## src/rtl/irq_controller.sv

```systemverilog
// Interrupt controller: edge-latched pending bits, enable mask, arbitration and a claim/complete handshake.
// Optional macro IRQ_ROUND_ROBIN_EN selects round-robin arbitration; otherwise the lowest index wins.
module irq_controller #(
  parameter int N_SRC = 8,
  parameter int ID_W  = $clog2(N_SRC)
) (
  input  logic             clk,
  input  logic             rstn,
  input  logic [N_SRC-1:0] irq_src,
  input  logic             enable_we,
  input  logic [N_SRC-1:0] enable_wdata,
  output logic [N_SRC-1:0] enable_q,
  output logic [N_SRC-1:0] pending_q,
  output logic             cpu_irq,
  input  logic             claim_req,
  output logic             claim_valid,
  output logic [ID_W-1:0]  claim_id,
  input  logic             complete,
  input  logic [ID_W-1:0]  complete_id,
  output logic             busy
);

  typedef enum logic [1:0] {IDLE, ASSERT, CLAIMED} state_t;

  state_t           state;
  logic [N_SRC-1:0] src_q;
  logic [N_SRC-1:0] rise;
  logic [N_SRC-1:0] avail;
  logic [N_SRC-1:0] clr_mask;
  logic [ID_W-1:0]  winner;
  logic             claim_ok;

  assign rise     = irq_src & ~src_q;
  assign avail    = pending_q & enable_q;
  assign claim_ok = (state == ASSERT) && claim_req && (avail != '0);
  // A new edge in the claim cycle re-sets the bit being cleared.
  assign clr_mask = claim_ok ? (N_SRC'(1) << winner) : '0;

`ifdef IRQ_ROUND_ROBIN_EN
  logic [ID_W-1:0] rr_ptr;
  logic [ID_W:0]   cand;
  logic            found;

  always_comb begin
    winner = '0;
    found  = 1'b0;
    cand   = '0;
    for (int off = 0; off < N_SRC; off++) begin
      cand = {1'b0, rr_ptr} + (ID_W+1)'(off);
      if (cand >= (ID_W+1)'(N_SRC)) cand = cand - (ID_W+1)'(N_SRC);
      if (!found && avail[cand[ID_W-1:0]]) begin
        winner = cand[ID_W-1:0];
        found  = 1'b1;
      end
    end
  end

  always_ff @(posedge clk or negedge rstn) begin
    if (!rstn) begin
      rr_ptr <= '0;
    end else if (claim_ok) begin
      rr_ptr <= (winner == ID_W'(N_SRC-1)) ? '0 : winner + 1'b1;
    end
  end
`else
  always_comb begin
    winner = '0;
    for (int i = N_SRC-1; i >= 0; i--) begin
      if (avail[i]) winner = ID_W'(i);
    end
  end
`endif

  always_ff @(posedge clk or negedge rstn) begin
    if (!rstn) begin
      src_q     <= '0;
      pending_q <= '0;
      enable_q  <= '0;
    end else begin
      src_q     <= irq_src;
      pending_q <= (pending_q & ~clr_mask) | rise;
      if (enable_we) enable_q <= enable_wdata;
    end
  end

  always_ff @(posedge clk or negedge rstn) begin
    if (!rstn) begin
      state       <= IDLE;
      cpu_irq     <= 1'b0;
      claim_valid <= 1'b0;
      claim_id    <= '0;
      busy        <= 1'b0;
    end else begin
      claim_valid <= 1'b0;
      case (state)
        IDLE: begin
          if (avail != '0) begin
            state   <= ASSERT;
            cpu_irq <= 1'b1;
          end
        end
        ASSERT: begin
          if (avail == '0) begin
            state   <= IDLE;
            cpu_irq <= 1'b0;
          end else if (claim_req) begin
            state       <= CLAIMED;
            claim_id    <= winner;
            claim_valid <= 1'b1;
            cpu_irq     <= 1'b0;
            busy        <= 1'b1;
          end
        end
        CLAIMED: begin
          if (complete && (complete_id == claim_id)) begin
            state <= IDLE;
            busy  <= 1'b0;
          end
        end
        default: state <= IDLE;
      endcase
    end
  end

endmodule

```

## config.mk

```make
export PLATFORM = sky130hd
export DESIGN_NAME = irq_controller
export DESIGN_NICKNAME = d
export VERILOG_FILES = /design/src/rtl/irq_controller.sv
export SDC_FILE = /design/constraint.sdc
export NUM_CORES = 1
export LEC_CHECK = 0
export ABC_AREA = 1
export CAP_MARGIN = 20
export CORE_UTILIZATION = 40
export DETAILED_ROUTE_END_ITERATION = 16
export PLACE_DENSITY = 0.84
export SETUP_SLACK_MARGIN = 0.05
export SYNTH_ARGS = -nofsm -noshare
export SYNTH_HDL_FRONTEND = slang
export SYNTH_SLANG_ARGS = --single-unit
```

## constraint.sdc

```tcl
create_clock -name clk -period 1.5 [get_ports clk]
set_clock_uncertainty 0.2 [all_clocks]
set_input_delay 0.45 -clock clk [delete_from_list [all_inputs] [get_ports clk]]
set_output_delay 0.45 -clock clk [all_outputs]
set_load 0.02 [all_outputs]
```

==> flow_summary.ini, run 1 <==
[final_layout]
final_area_um2 = 2460
antenna_cells = 0
final_common_cell = buf_6
drive_gt1_frac = 0.561
layout_common_cells = buf_6 (31), nand2_1 (28), clkdlybuf4s50_1 (23), buf_4 (22), dfrtp_1 (17)
syn2layout_area_growth_pct = 78.7
final_util = 0.781
nets = 253
fillers = 194
instances_no_fill = 274

[clock_tree]
cts.path.max_buffers = 2
ctsHoldBuffers = 0
cts_buffers = 5
cts_tree = yes
worst_skew_pair.late_latency_ns = 0.35
clock_tree.htree_level_count = 2
clk_pin_slew_ns = 0.11
cts_root_buffer = clkbuf_4
cts.sinks = 32

[synthesis]
syn-num-nets = 166
yosysTopAreaCell = dfrtp_1
synthTopCellsByArea = dfrtp_1 (58%), nand2_1 (11%), mux2_2 (6.5%)
synth.top_cell.area_share = 0.581
syn_area_um2 = 1380
seq_area_frac_synth = 0.581
ys_ff_latch = 32
synth.avg_cell_area_um2 = 9.70
ys.warnings.count = 0
netlist_instances = 142
synth.distinct_cells = 20

[place]
dpl_worst_slack_ns = -0.401
dp.cells = 255
globalplace.congestion = 0.773
dpl.hpwl_um = 2540
placed_area_um2 = 2140
portBuffers = 45

[grt]
antenna_found_initial = 0
grt_pass1_wl_um = 6170
grt.overflow.total = 0
grt_max_degree = 33
gr-usage-all-layers = 0.237
grt_pass1_vias = 1410

[floorplanning]
initial_core_util = 0.437
core_area_um2 = 3150
io_pins = 46
die_h_um = 60.7
num_rows = 20
die_w_um = 60.7
die_area_um2 = 3680

[timing]
worstMarginPinSlew_ns = 0.300
setup_viol = 38
rsz0062_at_grt = true
max-slew-margin-rel = 0.800
fin_crit_ns = 1.73
setup_ws_ns = -0.234
finalMaxSlewViolations = 0
fin_crit_sh = 1.16
max_freq_ghz = 0.577
hold_viol = 0

[detailed_routing]
drt-total-wl_um = 4360
drt-initial-drc-count = 56
vias_per_cell = 4.86
vias = 1333
wire_per_inst_um = 15.9
ant_nets = 0
drc = 0
first_pass_iters = 4

[critical_path]
worstSetupEndpointType = register
critPathKind = register to register
r2r_slack_ns = -0.23
arrival_ns = 1.78
cp_data_required_time_ns = 1.55
cp_max_fo = 4
startpoint_type = register

[pwr]
power.density_nw_per_um2 = 1360
leakage_nw = 1.18
ir_drop_mv = 0.801
total_power_mw = 3.36

[hold_path]
hp-class = register to register

[outcome]
status = finished with violations
violations = negative setup slack

[flow_run]
cap_violations = 0
logic make-up (layout without fill, tap and decap cells):
logic type,after synthesis,in the layout,synth area share
AOI/OAI and AO/OA,12,12,0.0536
and+or+nand+nor,68,68,0.236
buffers and inverters,21,109,0.0572
xor gates and xnor gates,1,1,0.00636
DFF,32,32,0.581
muxes,8,8,0.0654
per-layer routing:
| metal | vias up | part of all wire | global-route usage | routed length (um) |
|---|---|---|---|---|
| met3 | 14 | 0.043 | 0.0640 | 189 |
| met1 | 650 | 0.38 | 0.254 | 1670 |
| met4 | 0 | 0.028 | 0.101 | 122 |
| met2 | 44 | 0.55 | 0.436 | 2380 |
| li1 | 625 | - | - | - |
| met5 | - | 0 | 0 | 0 |
report_power, final:
group | internal [mW] | leakage, nW | switching [mW] | total, mW
Sequential | 1.04 | 0.346 | 0.142 | 1.18
Clock | 0.223 | 0.0380 | 0.307 | 0.530
Combinational | 0.808 | 0.792 | 0.839 | 1.65
per-stage QoR:
step / hold slack (ns) / TNS [ns]
after floorplan: -0.0456 / 0
after global placement: 0.193 / -7.73
after detailed placement: 0.204 / -8.31
after CTS: 0.225 / -2.37
after global routing: 0.230 / -5.38
final: 0.209 / -3.88
what timing repair did:
| action | CTS | global route |
|---|---|---|
| cloned | 0 | 0 |
| gates resized for setup | 147 | 23 |
| buffers inserted | 5 | 6 |
| pin swaps | 12 | 16 |
| endpoints found under the setup margin | 38 | 38 |
flip-flops by register name, indices dropped and copies added, names as in the netlist:
register     flops
src_q            8
enable_q         8
cpu_irq          1
claim_id         3
claim_valid      1
state            2
busy             1
pending_q        8
Yosys cell counts:
master,instances
nand2_2,4
nor2_4,3
nor2_1,5
o21ai_0,3
or2_2,1
nor2_2,1
xor2_1,1
inv_1,17
nand2_1,42
a211oi_1,1
a21oi_4,1
nor3b_4,1
o21ai_1,6
nand3_1,8
mux2_2,8
nand4_1,3
clkbuf_1,1
a21oi_1,1
dfrtp_1,32
inv_2,3
final cells by class:
class                   instances  area (um^2)  area share
clock inverters                 2         10.0     0.00407
clock buffers                   6         51.3      0.0208
repair buffers                 81          800       0.325
multi-input cells              89          651       0.264
inverters                      20         75.1      0.0305
flip-flops and latches         32          820       0.333
well taps                      44         55.1      0.0224
worst max-delay path, cell delays in order (launching register included):
cell and delay [ns]:
dfrtp_2 0.43, buf_6 0.12, nand2_4 0.06, inv_2 0.04, nand2_2 0.06, nand2_1 0.05, nand2_1 0.07, nand2_1 0.07
nand2_2 0.14, nand2_4 0.09, nand2_4 0.09, nand3_2 0.08, nand2_1 0.08, nand2_1 0.05
path summary, 6_finish.rpt:
kind,start,end,cells after the start
min reg2reg,src_q[7],pending_q[7],1
min,src_q[7],pending_q[7],1
max,enable_q[7],pending_q[4],13
max reg2reg,enable_q[7],pending_q[4],13
min in group asynchronous,rstn,pending_q[5],2
max in group asynchronous,rstn,enable_q[1],2
(Power assumes the default switching activity.)
==> run 2, diff against run 1 <==
--- a/config.mk
+++ b/config.mk
@@ -10,6 +10,7 @@
 export CORE_UTILIZATION = 40
 export DETAILED_ROUTE_END_ITERATION = 16
 export PLACE_DENSITY = 0.84
+export REMOVE_ABC_BUFFERS = 1
 export SETUP_SLACK_MARGIN = 0.05
 export SYNTH_ARGS = -nofsm -noshare
 export SYNTH_HDL_FRONTEND = slang
==> flow_summary.ini, run 2 (synthesis results as in run 1) <==
[outcome]
status = finished with violations
violations = negative setup slack

[clock_tree]
cts_tree = yes
clk_pin_slew_ns = 0.11
cts_root_buffer = clkbuf_4
clock_tree.htree_level_count = 2
worst_skew_pair.late_latency_ns = 0.34
cts.path.max_buffers = 2
cts_buffers = 5
cts.sinks = 32

[place]
dpl_worst_slack_ns = -0.468
globalplace.congestion = 0.809
dp.cells = 253
portBuffers = 45
placed_area_um2 = 2060
dpl.hpwl_um = 2410

[final_layout]
drive_gt1_frac = 0.532
instances_no_fill = 279
final_util = 0.801
nets = 258
syn2layout_area_growth_pct = 83.3
layout_common_cells = dfrtp_1 (31), buf_6 (30), buf_4 (29), nand2_1 (24), clkdlybuf4s50_1 (23)
final_common_cell = dfrtp_1
reg_top3 = enable_q x8, pending_q x8, src_q x8
antenna_cells = 0
final_area_um2 = 2520

[critical_path]
worstSetupEndpointType = register
cp_data_required_time_ns = 1.55
critPathKind = register to register
cp_max_fo = 3
startpoint_type = register
arrival_ns = 1.77

[pwr]
power.density_nw_per_um2 = 1470
ir_drop_mv = 1.00
switching_share = 0.362
power_frac_comb = 0.486
p_seq_frac = 0.315
leakage_nw = 1.22
clkPwrFrac = 0.199
p_int_mw = 2.37
p_sw_mw = 1.34

[timing]
worstMarginPinSlew_ns = 0.297
fin_crit_sh = 1.15
setup_viol = 37
setup_ws_ns = -0.226
max-slew-margin-rel = 0.802
hold_viol = 0
max_freq_ghz = 0.579
fin_crit_ns = 1.73
finalMaxSlewViolations = 0
rsz0062_at_grt = true

[detailed_routing]
drt-total-wl_um = 4520
vias = 1355
drc = 0
ant_nets = 0
vias_per_cell = 4.86
wire_per_inst_um = 16.2
drt-initial-drc-count = 29
first_pass_iters = 4

[floorplanning]
die_area_um2 = 3680
num_rows = 20
io_pins = 46
die_w_um = 60.7
initial_core_util = 0.437
die_h_um = 60.7
core_area_um2 = 3150

[flow_run]
cap_violations = 0

[grt]
grt_max_degree = 33
gr-usage-all-layers = 0.245
antenna_found_initial = 0
grt.overflow.total = 0
grt_pass1_vias = 1429
grt_pass1_wl_um = 6280

[hold_path]
hp-class = register to register
## run 2: final cells by class
class / count / area [um^2]
clock buffer: 7 / 65.1
tap: 44 / 55.1
inverter: 20 / 82.6
fill: 197 / 628
sequential: 32 / 802
multi-input combinational: 89 / 669
clock inverter: 1 / 30.0
timing repair buffer: 86 / 821
## run 2: layer usage
metal,track usage,part of all wire
met1,0.254,0.39
met2,0.421,0.52
met3,0.0533,0.042
met4,0.211,0.050
met5,0,0
## run 2: critical path, stage by stage (launching register included)
cell and delay (ns):
dfrtp_1 0.42, buf_6 0.14, nand2_4 0.07, nand2_2 0.07, nand2_2 0.09, nand2_2 0.06
nand2_2 0.10, nand2_4 0.08, nand2_4 0.09, buf_4 0.11, nand4_1 0.08, nand2_1 0.10
nand2_1 0.05
## run 2: path summary, 6_finish.rpt
path / startpoint / cells past startpoint / slack [ns] / to
min in group asynchronous: rstn / 2 / 0.26 / pending_q[5]
setup reg to reg: enable_q[6] / 12 / -0.23 / pending_q[5]
max in group asynchronous: rstn / 2 / 0.67 / enable_q[3]
setup / recovery: enable_q[6] / 12 / -0.23 / pending_q[5]
hold / removal: src_q[3] / 1 / 0.23 / pending_q[3]
hold reg to reg: src_q[3] / 1 / 0.23 / pending_q[3]
## run 2: power by group through the flow
stage	logic [mW]	registers (mW)	clock network (mW)
6_report	1.80	1.17	0.739
5_1_grt	1.91	1.18	0.798
4_1_cts	1.46	1.15	0.747
3_5_place_dp	1.25	1.14	0
3_3_place_gp	1.21	1.13	0
2_1_floorplan	0.446	1.31	0
## run 2: metrics by stage
step	hold slack, ns	setup TNS [ns]	total power, mW
after floorplan	-0.0456	-0.132	1.76
after global placement	0.195	-8.22	2.34
after detailed placement	0.209	-8.79	2.39
after CTS	0.224	-2.03	3.36
after global routing	0.243	-4.98	3.89
final	0.226	-3.27	3.71
## run 2: repair_timing
item                                   CTS  global route
cloned                                   0             0
resized for setup                      156            34
pin swaps                               17            22
hold buffers                             0             0
endpoints found under the hold margin    0             0
setup buffers                            8            10
setup endpoints to repair               38            38
==> run 3, diff against run 2 <==
--- a/config.mk
+++ b/config.mk
@@ -5,7 +5,6 @@
 export SDC_FILE = /design/constraint.sdc
 export NUM_CORES = 1
 export LEC_CHECK = 0
-export ABC_AREA = 1
 export CAP_MARGIN = 20
 export CORE_UTILIZATION = 40
 export DETAILED_ROUTE_END_ITERATION = 16
==> flow_summary.ini, run 3 <==
[outcome]
status = finished with violations
violations = negative setup slack

[hold_path]
hp-class = register to register

[clock_tree]
clock_tree.htree_level_count = 2
worst_skew_pair.late_latency_ns = 0.34
cts_tree = yes
ctsHoldBuffers = 0
cts_root_buffer = clkbuf_4
clk_pin_slew_ns = 0.09
cts_buffers = 5
cts.path.max_buffers = 2
cts.sinks = 32

[timing]
fin_crit_ns = 1.73
rsz0062_at_grt = true
setup_viol = 35
setup_ws_ns = -0.229
max_freq_ghz = 0.578
hold_viol = 0
finalMaxSlewViolations = 0
worstMarginPinSlew_ns = 0.289
fin_crit_sh = 1.15
whs_ns = 0.229
max-slew-margin-rel = 0.807

[grt]
grt_pass1_wl_um = 6470
gr-usage-all-layers = 0.248
grt_max_degree = 33
grt_pass1_vias = 1426
antenna_found_initial = 0
grt.overflow.total = 0

[synthesis]
synth.distinct_cells = 32
netlist_instances = 118
async_flop_share = 1.00
seq_area_frac_synth = 0.572
synth.top_cell.area_share = 0.572
synthTopCellsByArea = dfrtp_1 (57%), mux2_2 (6.4%), nand2_1 (4.0%)
synth_edf_count = 0
synth.area.mux_share = 0.0751
syn_area_um2 = 1400
synth_xor_area_frac = 0.0188
yosysTopAreaCell = dfrtp_1
yosysMostFrequentCell = dfrtp_1
ys_ff_latch = 32
ys.flop_type = dfrtp_1
ys.warnings.count = 0
synth_top_family_by_area = compound AO/OA/AOI/OAI gates
synth.avg_cell_area_um2 = 11.9
yosys.area_share.simple = 0.114
synth_adder_area_share = 0
synth_common_cells = dfrtp_1 (32), nand2_1 (15), inv_1 (10)
synth-compound-area-share = 0.184

[pwr]
total_power_mw = 3.29
ir_drop_mv = 0.742
p_int_mw = 2.17
switching_share = 0.340
power.density_nw_per_um2 = 1330
p_seq_frac = 0.358
power_frac_comb = 0.475
leakage_nw = 1.13
clkPwrFrac = 0.166
p_sw_mw = 1.12

[floorplanning]
die_w_um = 61.1
num_rows = 21
initial_core_util = 0.419
die_area_um2 = 3740
die_h_um = 61.1
core_area_um2 = 3340
io_pins = 46

[detailed_routing]
wire_per_inst_um = 16.5
drc = 0
first_pass_iters = 4
vias_per_cell = 5.30
drt-initial-drc-count = 35
drt-total-wl_um = 4310
vias = 1384
ant_nets = 0

[final_layout]
final_common_cell = buf_4
reg_top3 = enable_q x8, pending_q x8, src_q x8
final_util = 0.738
syn2layout_area_growth_pct = 76.0
final_area_um2 = 2460
drive_gt1_frac = 0.530
instances_no_fill = 261
layout_common_cells = buf_4 (37), buf_6 (29), clkdlybuf4s50_1 (22), dfrtp_1 (21), nand2_1 (14)
nets = 239
antenna_cells = 0

[critical_path]
worstSetupEndpointType = register
arrival_ns = 1.76
cp_max_fo = 3
startpoint_type = register
cp_data_required_time_ns = 1.53
critPathKind = register to register

[place]
portBuffers = 45
globalplace.congestion = 0.820
dpl.hpwl_um = 2730
dp.cells = 241
placed_area_um2 = 2180

[flow_run]
cap_violations = 0
==> run 3: cell types whose count changed in the layout (fill, tap and decap cells not counted), sizes merged, moves of 3 or more <==
cell	before	now
a21oi	2	7
xnor2	0	3
and2	0	3
inv	20	10
buf	63	69
a22o	0	3
nand3	8	3
nand2	46	15
a22oi	0	5
nor2	9	0
==> run 3: critical path, stage by stage (launching register included) <==
cell	delay, ns
dfrtp_1	0.44
buf_6	0.15
a22oi_4	0.21
nand4_2	0.14
buf_4	0.17
buf_6	0.11
a21oi_2	0.13
o21ai_1	0.07
==> run 3: kinds of logic after synthesis <==
kind of cell    count (synthesis)
compound gates                 32
xor+xnor                        3
buf+inv                        12
flops                          32
mux                             9
simple gates                   30
==> run 3: power groups by stage <==
stage	clock network, mW	logic (mW)	registers, mW
after floorplan	0	0.383	1.33
after global placement	0	1.23	1.15
after detailed placement	0	1.27	1.16
after CTS	0.559	1.43	1.18
after global routing	0.594	1.66	1.20
final	0.547	1.56	1.18
==> run 3: timing repair <==
| action | CTS | global route |
|---|---|---|
| pin swaps | 10 | 11 |
| gates resized for setup | 148 | 20 |
| setup buffers | 7 | 9 |
| endpoints found under the setup margin | 38 | 36 |
==> run 3: path summary, 6_finish.rpt <==
kind / slack, ns / to / cells past startpoint / from
hold reg to reg: 0.23 / pending_q[0] / 1 / src_q[0]
min in group asynchronous: 0.26 / claim_id[1] / 2 / rstn
max in group asynchronous: 0.65 / pending_q[3] / 2 / rstn
setup reg to reg: -0.23 / cpu_irq / 7 / pending_q[6]
hold / removal: 0.23 / pending_q[0] / 1 / src_q[0]
setup / recovery: -0.23 / cpu_irq / 7 / pending_q[6]
==> run 3: per-layer routing <==
| metal | part of all wire | up-vias | track usage | wire [um] |
|---|---|---|---|---|
| li1 | - | 620 | - | - |
| met1 | 0.36 | 678 | 0.256 | 1550 |
| met2 | 0.55 | 63 | 0.449 | 2350 |
| met3 | 0.053 | 23 | 0.0840 | 230 |
| met4 | 0.042 | 0 | 0.120 | 180 |
| met5 | 0 | - | 0 | 0 |
==> run 3: stage by stage <==
step           setup slack (ns)  setup TNS (ns)
3_3_place_gp             -0.606          -11.04
4_1_cts                  -0.198           -3.10
2_1_floorplan            -0.243          -0.872
6_report                 -0.229           -3.46
5_1_grt                  -0.285           -5.16
3_5_place_dp             -0.665          -11.97
==> run 3: layout make-up <==
class | count | area (um^2)
inverter | 10 | 37.5
clock buffer | 7 | 65.1
tap | 46 | 57.6
multi-input combinational | 74 | 609
fill | 210 | 875
sequential | 32 | 815
timing repair buffer | 92 | 878
